### src/rtl/instr_encoder.sv
// rtl/instr_encoder.sv - RV32I field-level descriptor encoder and instruction-memory loader
module instr_encoder #(
    parameter int ADDR_WIDTH = 6,
    parameter int MAX_WORDS  = 64
) (
    input  logic                  clk,
    input  logic                  rst,
    input  logic                  start,
    input  logic                  in_valid,
    output logic                  in_ready,
    input  logic                  in_last,
    input  logic [1:0]            fmt,
    input  logic [6:0]            Op,
    input  logic [2:0]            funct3,
    input  logic [6:0]            funct7,
    input  logic [4:0]            rd,
    input  logic [4:0]            rs1,
    input  logic [4:0]            rs2,
    input  logic [12:0]           imm,
    output logic                  mem_we,
    output logic [ADDR_WIDTH-1:0] mem_addr,
    output logic [31:0]           mem_wdata,
    output logic [ADDR_WIDTH:0]   count,
    output logic                  busy,
    output logic                  done,
    output logic                  err
);

    localparam int CW = ADDR_WIDTH + 2;

    typedef enum logic [1:0] {
        S_IDLE = 2'd0,
        S_RUN  = 2'd1,
        S_DONE = 2'd2,
        S_ERR  = 2'd3
    } state_t;

    state_t        state;
    logic [CW-1:0] inflight;
    logic [31:0]   enc;
    logic          legal;
    logic          fire;

    // Words already committed to this session: completed writes plus the one still on the bus.
    assign inflight = {1'b0, count} + CW'(mem_we);
    assign in_ready = (state == S_RUN) && (inflight < CW'(MAX_WORDS));
    assign fire     = in_valid && in_ready;

    // Pack the descriptor fields into the RV32I bit layout selected by fmt.
    always_comb begin
        enc = '0;
        case (fmt)
            2'b00:   enc = {funct7, rs2, rs1, funct3, rd, Op};
            2'b01:   enc = {imm[11:0], rs1, funct3, rd, Op};
            2'b10:   enc = {imm[11:5], rs2, rs1, funct3, imm[4:0], Op};
            default: enc = {imm[12], imm[10:5], rs2, rs1, funct3, imm[4:1], imm[11], Op};
        endcase
    end

    // I/S immediates must fit 12-bit signed; branch offsets must be halfword aligned.
    always_comb begin
        legal = 1'b1;
        case (fmt)
            2'b01, 2'b10: legal = (imm[12] == imm[11]);
            2'b11:        legal = ~imm[0];
            default:      legal = 1'b1;
        endcase
    end

    // Session FSM with registered flags and the one-cycle-delayed memory write port.
    always_ff @(posedge clk or negedge rst) begin
        if (!rst) begin
            state     <= S_IDLE;
            mem_we    <= 1'b0;
            mem_addr  <= '0;
            mem_wdata <= '0;
            count     <= '0;
            busy      <= 1'b0;
            done      <= 1'b0;
            err       <= 1'b0;
        end else begin
            mem_we <= 1'b0;
            if (mem_we) begin
                count <= count + 1'b1;
            end
            case (state)
                S_RUN: begin
                    if (fire) begin
                        if (legal) begin
                            mem_we    <= 1'b1;
                            mem_addr  <= inflight[ADDR_WIDTH-1:0];
                            mem_wdata <= enc;
                            if (in_last || (inflight + 1'b1 == CW'(MAX_WORDS))) begin
                                state <= S_DONE;
                                busy  <= 1'b0;
                                done  <= 1'b1;
                            end
                        end else begin
                            state <= S_ERR;
                            busy  <= 1'b0;
                            err   <= 1'b1;
                        end
                    end
                end
                default: begin
                    if (start) begin
                        state <= S_RUN;
                        count <= '0;
                        busy  <= 1'b1;
                        done  <= 1'b0;
                        err   <= 1'b0;
                    end
                end
            endcase
        end
    end

endmodule

### config.mk
export PLATFORM = sky130hd
export DESIGN_NAME = instr_encoder
export DESIGN_NICKNAME = d
export VERILOG_FILES = /design/src/rtl/instr_encoder.sv
export SDC_FILE = /design/constraint.sdc
export NUM_CORES = 1
export LEC_CHECK = 0
export CAP_MARGIN = 20
export CORE_UTILIZATION = 35
export CTS_CLUSTER_DIAMETER = 60
export DETAILED_ROUTE_END_ITERATION = 7
export PLACE_DENSITY = 0.74
export SYNTH_ARGS = -nofsm -noshare
export SYNTH_HDL_FRONTEND = slang
export SYNTH_SLANG_ARGS = --single-unit
### constraint.sdc
create_clock -name clk -period 2.8 [get_ports clk]
set_input_delay 0.28 -clock clk [delete_from_list [all_inputs] [get_ports clk]]
set_output_delay 0.28 -clock clk [all_outputs]
set_load 0.005 [all_outputs]
==> results.cfg, run 1 <==
[sta]
fmax_mhz = 382
fin_skew_ns = 0.00391
setup_viol = 0
fin_crit_sh = 0.935
relSlewSlack = 0.566
rsz0062_at_grt = no
worst_slew_pin_slew_ns = 0.644
slew_violations = 0
period_needed_ns = 2.62
finalHoldViolCount = 0
setup-tns-final_ns = 0
layout_setup_ws_ns = 0.181

[floorplan]
rows = 30
die_y_um = 87.9
die-area_um2 = 7730
start_util = 0.372
ios = 102
core_um2 = 6940
die_w_um = 87.9

[drt]
highest_layer = met4
wire_per_inst_um = 14.3
viasPerCell = 4.77
routed_wl_mm = 5.58
drtAntennaViolNets = 0
drtPass1Iterations = 4
wl_met1_mm = 2.68
drt_iter0_markers = 60
wl_met2_mm = 2.56
num_vias = 1866
routed-wl-met3_um = 285
drc = 0

[setup_path]
path_max_fanout = 6
cp.arrival_ns = 2.34
critPathRequiredTime_ns = 2.52
cp-end-kind = output port
worstSetupStartpointType = flop
crit_type = flop to output port

[clock_network]
htreeDepth = 2
clock-sinks = 51
cts.clk_slew.worst_paths_ns = 0.09
insertion_delay_ns = 0.30
clockBufferDepth = 2
cts_root_buffer = clkbuf_8
cts_inserted_buffers = 5
cts_tree = built
post_cts_buffers = 0

[synth]
synth_nets = 249
ys_warn_count = 0
yosys-top-cells-area = dfrtp_1 (49%), mux2_4 (22%), a22o_1 (5.1%)
syn_inst = 190
ys_seq_area_frac = 0.494
synth_area_um2 = 2580
ys_ff_latch = 51
synth_area_per_cell_um2 = 13.6
synth.largest_area_cell = dfrtp_1
synthDistinctLibCells = 37
yosysTopAreaCellShare = 0.494

[pwr]
powerDensity_nw_per_um2 = 820
peakVddDrop_uv = 322
p_total_mw = 3.14
p_leak_nw = 1.68

[finish]
fin_nets = 353
drive_gt1_frac = 0.207
n_antenna_cell = 0
area_growth_pct = 48.0
fin_area_um2 = 3820

[place]
io_buffers = 101
dp_hpwl_mm = 4.29
finalWeightedCongestion = 0.786
dpl_cell_area_um2 = 3690
dp_slack_ns = 0.344

[grt]
grt_antenna_before_repair = 0
grt_pass1_vias = 1847
grt_usage = 0.153
grt_max_degree = 29
grt_pass1_wl_mm = 9.07
grt_overflow = 0

[status]
status = finished clean

[job]
maxCapViolCount = 0

[hold_path]
hp-class = input pin to asynchronous set/reset pin
layer usage:
layer | track usage | vias to the layer above
met5 | 0 | -
met4 | 0.0402 | 0
met3 | 0.0339 | 6
met2 | 0.235 | 67
met1 | 0.217 | 894
li1 | - | 899
stage by stage:
stage / hold slack [ns] / util / cells
after floorplan: -0.0156 / - / 190
after global placement: 0.276 / 0.532 / 382
after detailed placement: 0.282 / 0.532 / 382
after CTS: 0.500 / 0.550 / 391
after global routing: 0.533 / 0.551 / 391
final: 0.477 / 0.551 / 391
logic make-up after synthesis:
logic type	Yosys count	share of synthesized area
AND/OR/NAND/NOR	37	0.0833
XOR/XNOR	8	0.0271
adder cells (fa/ha/maj)	7	0.0339
multiplexers	39	0.223
AO/OA/AOI/OAI	35	0.106
flip-flops	51	0.494
buffers and inverters	13	0.0324
report_power, final:
group | internal, mW | leakage, nW | total, mW | switching (mW)
sequential | 1.03 | 0.638 | 1.23 | 0.200
clock | 0.289 | 0.0612 | 0.523 | 0.234
combinational | 0.997 | 0.983 | 1.39 | 0.389
placed cells by master, fill, tap and decap left out, drive strengths merged, types with 3 or more instances in the layout:
cell type / instances
a21oi: 5
a22o: 15
buf: 4
clkbuf: 6
clkdlybuf4s50: 100
dfrtp: 51
ha: 7
inv: 5
mux2: 38
nand2: 8
nand3: 3
nor2: 7
o21ai: 6
or2: 4
or3: 4
xnor2: 3
xor2: 5
synth_stat cells, drive strengths merged:
cell    count
a21boi      1
a21oi       5
a221o       2
a22o       15
a22oi       2
a31o        1
a31oi       1
a32o        1
and2        2
and4bb      1
buf         6
clkbuf      2
dfrtp      51
ha          7
inv         5
mux2       38
mux2i       1
nand2       8
nand2b      1
nand3       3
nand4       2
nand4b      1
nor2        7
nor2b       2
nor4bb      1
o21a        1
o21ai       6
or2         4
or3         4
or4b        1
xnor2       3
xor2        5
final cells by class:
type / instances / area, um2
repair buffers: 105 / 1060
flip-flops and latches: 51 / 1280
inverters: 5 / 18.8
clock buffers: 6 / 82.6
well taps: 96 / 120
multi-input cells: 126 / 1230
fillers: 598 / 3120
clock inverters: 2 / 35.0
state kept, by name, summed over array words and instances (netlist names):
register and cells:
busy 1, mem_addr 6, err 1, mem_we 1
count 7, state 2, done 1, mem_wdata 32
path summary, 6_finish.rpt:
path	to	slack [ns]	start	cells after the start
worst max-delay path	in_ready	0.18	mem_we$_DFF_PN0_	7
worst min-delay path	mem_addr[4]$_DFFE_PN0P_	0.48	rst	2
worst max register to register	mem_wdata[17]$_DFFE_PN0P_	0.34	mem_we$_DFF_PN0_	7
worst min register to register	err$_DFFE_PN0P_	0.50	err$_DFFE_PN0P_	1
max in group asynchronous	mem_wdata[20]$_DFFE_PN0P_	1.58	rst	3
min in group clk	err$_DFFE_PN0P_	0.50	err$_DFFE_PN0P_	1
critical path, cell delays in order (launching register included):
cell	delay (ns)
dfrtp_1	0.45
ha_1	0.24
ha_1	0.21
nand3_2	0.11
nor2_1	0.06
or2_2	0.29
a21oi_2	0.16
clkdlybuf4s50_1	0.51
what timing repair did:
action	in CTS	in global routing
hold buffers	1	0
endpoints found under the hold margin	23	0
endpoints found under the setup margin	0	1
gates resized for setup	0	1
(Power assumes the default switching activity.)
==> inputs of run 2 (changes only) <==
--- a/config.mk
+++ b/config.mk
@@ -10,6 +10,7 @@
 export CTS_CLUSTER_DIAMETER = 60
 export DETAILED_ROUTE_END_ITERATION = 7
 export PLACE_DENSITY = 0.74
+export SLEW_MARGIN = 5
 export SYNTH_ARGS = -nofsm -noshare
 export SYNTH_HDL_FRONTEND = slang
 export SYNTH_SLANG_ARGS = --single-unit
==> constraint.sdc (replaced) <==
create_clock -name clk -period 3.4 [get_ports clk]
set_input_delay 0.34 -clock clk [delete_from_list [all_inputs] [get_ports clk]]
set_output_delay 0.34 -clock clk [all_outputs]
set_load 0.005 [all_outputs]
==> results.cfg, run 2 (synthesis gave the netlist of run 1 again) <==
[finish]
fin_nets = 353
final_common_cell = clkdlybuf4s50_1
largest_reg_flops = 32
reg_top3 = mem_wdata x32, count x7, mem_addr x6
fill_cells = 607
largest_register = mem_wdata
area_growth_pct = 46.0
n_antenna_cell = 0
fin_area_um2 = 3770
layout_common_cells = clkdlybuf4s50_1 (100), dfrtp_1 (51), mux2_4 (37)
drive_gt1_frac = 0.203

[pwr]
p_total_mw = 2.50
power_frac_clock = 0.144
p_sw_frac = 0.276
peakVddDrop_uv = 296
powerDensity_nw_per_um2 = 662
p_int_mw = 1.81
p_seq_frac = 0.403
switchingPower_uw = 690
p_comb_frac = 0.453
p_leak_nw = 1.66

[sta]
fin_skew_ns = 0.0110
fin_crit_sh = 0.799
holdWs_ns = 0.511
setup_viol = 0
worst_slew_pin_slew_ns = 0.593
period_needed_ns = 2.72
relSlewSlack = 0.600
finalHoldViolCount = 0
setup-tns-final_ns = 0
rsz0062_at_grt = no
layout_setup_ws_ns = 0.683
fmax_mhz = 368
slew_violations = 0

[job]
maxCapViolCount = 0

[setup_path]
cp.arrival_ns = 2.38
critPathRequiredTime_ns = 3.06
rrSetupSlack_ns = 0.76
timing.rr.end = mem_wdata[7]$_DFFE_PN0P_
cp-endpoint = in_ready
ff2ff_path_depth = 7
path_max_fanout = 6
worstSetupStartpointType = flop
r2r-start = mem_we$_DFF_PN0_
cp-end-kind = output port
crit_type = flop to output port
cp-startpoint = mem_we$_DFF_PN0_

[grt]
grt_usage = 0.155
grt_max_degree = 30
grt_overflow = 0
grt_pass1_wl_mm = 9.14
grt_antenna_before_repair = 0
grt_pass1_vias = 1901

[drt]
drtPass1Iterations = 4
drtAntennaViolNets = 0
wire_per_inst_um = 14.8
drc = 0
num_vias = 1877
routed_wl_mm = 5.78
viasPerCell = 4.80
drt_iter0_markers = 59

[floorplan]
die-area_um2 = 7730
start_util = 0.372
core_um2 = 6940
ios = 102
die_y_um = 87.9
rows = 30
die_w_um = 87.9

[clock_network]
clock-sinks = 51
htreeDepth = 2
clockBufferDepth = 2
cts_inserted_buffers = 5
cts.clk_slew.worst_paths_ns = 0.09
cts_resized = 0
post_cts_buffers = 0
insertion_delay_ns = 0.30
cts_tree = built
cts_root_buffer = clkbuf_8
cts.hold.buffers_added = 1

[place]
dp_hpwl_mm = 4.42
finalWeightedCongestion = 0.827
dpl_cell_area_um2 = 3670
dp_slack_ns = 0.768
io_buffers = 101

[hold_path]
hp-class = flop to flop

[status]
status = finished clean
-- run 2: how the worst min path moves through the flow --
stage	start	endpoint	slack (ns)	depth (start not counted)
floorplan	rst	busy$_DFFE_PN0P_	0.04	0
CTS	mem_wdata[5]$_DFFE_PN0P_	mem_wdata[5]$_DFFE_PN0P_	0.52	1
global placement	rst	mem_addr[2]$_DFFE_PN0P_	0.34	1
detailed placement	rst	mem_addr[5]$_DFFE_PN0P_	0.34	1
global route	mem_wdata[5]$_DFFE_PN0P_	mem_wdata[5]$_DFFE_PN0P_	0.53	1
finish	mem_wdata[5]$_DFFE_PN0P_	mem_wdata[5]$_DFFE_PN0P_	0.51	1
-- run 2: cell type report --
cell class / instances / area [um2] / area share
Inverter: 5 / 18.8 / 0.00498
Tap cell: 96 / 120 / 0.0318
Multi-Input combinational cell: 126 / 1220 / 0.324
Clock buffer: 5 / 68.8 / 0.0182
Clock inverter: 3 / 26.3 / 0.00697
Sequential cell: 51 / 1280 / 0.338
Timing Repair Buffer: 105 / 1040 / 0.275
-- run 2: metrics by stage --
step / utilization / instances
2_1_floorplan: - / 190
3_3_place_gp: 0.528 / 382
3_5_place_dp: 0.528 / 382
4_1_cts: 0.543 / 391
5_1_grt: 0.543 / 391
6_report: 0.543 / 391
-- run 2: routing by layer --
layer,vias to the layer above,track usage,wire (um)
li1,896,-,-
met3,6,0.0405,331
met1,906,0.201,2640
met4,0,0.0447,63
met5,-,0,0
met2,69,0.255,2740
-- run 2: power by group through the flow --
stage	registers, mW	logic, mW	clock network (mW)
after floorplan	1.01	0.505	0
after global placement	1.01	1.12	0
after detailed placement	1.01	1.15	0
after CTS	1.01	1.15	0.374
after global routing	1.04	1.22	0.398
final	1.01	1.13	0.360
-- run 2: worst max-delay path: stages, from the launching register on --
cell and delay, ns:
dfrtp_1 0.45, ha_1 0.24, ha_1 0.21, nand3_2 0.12, nor2_1 0.06, or2_2 0.27, a21oi_1 0.19, clkdlybuf4s50_1 0.53
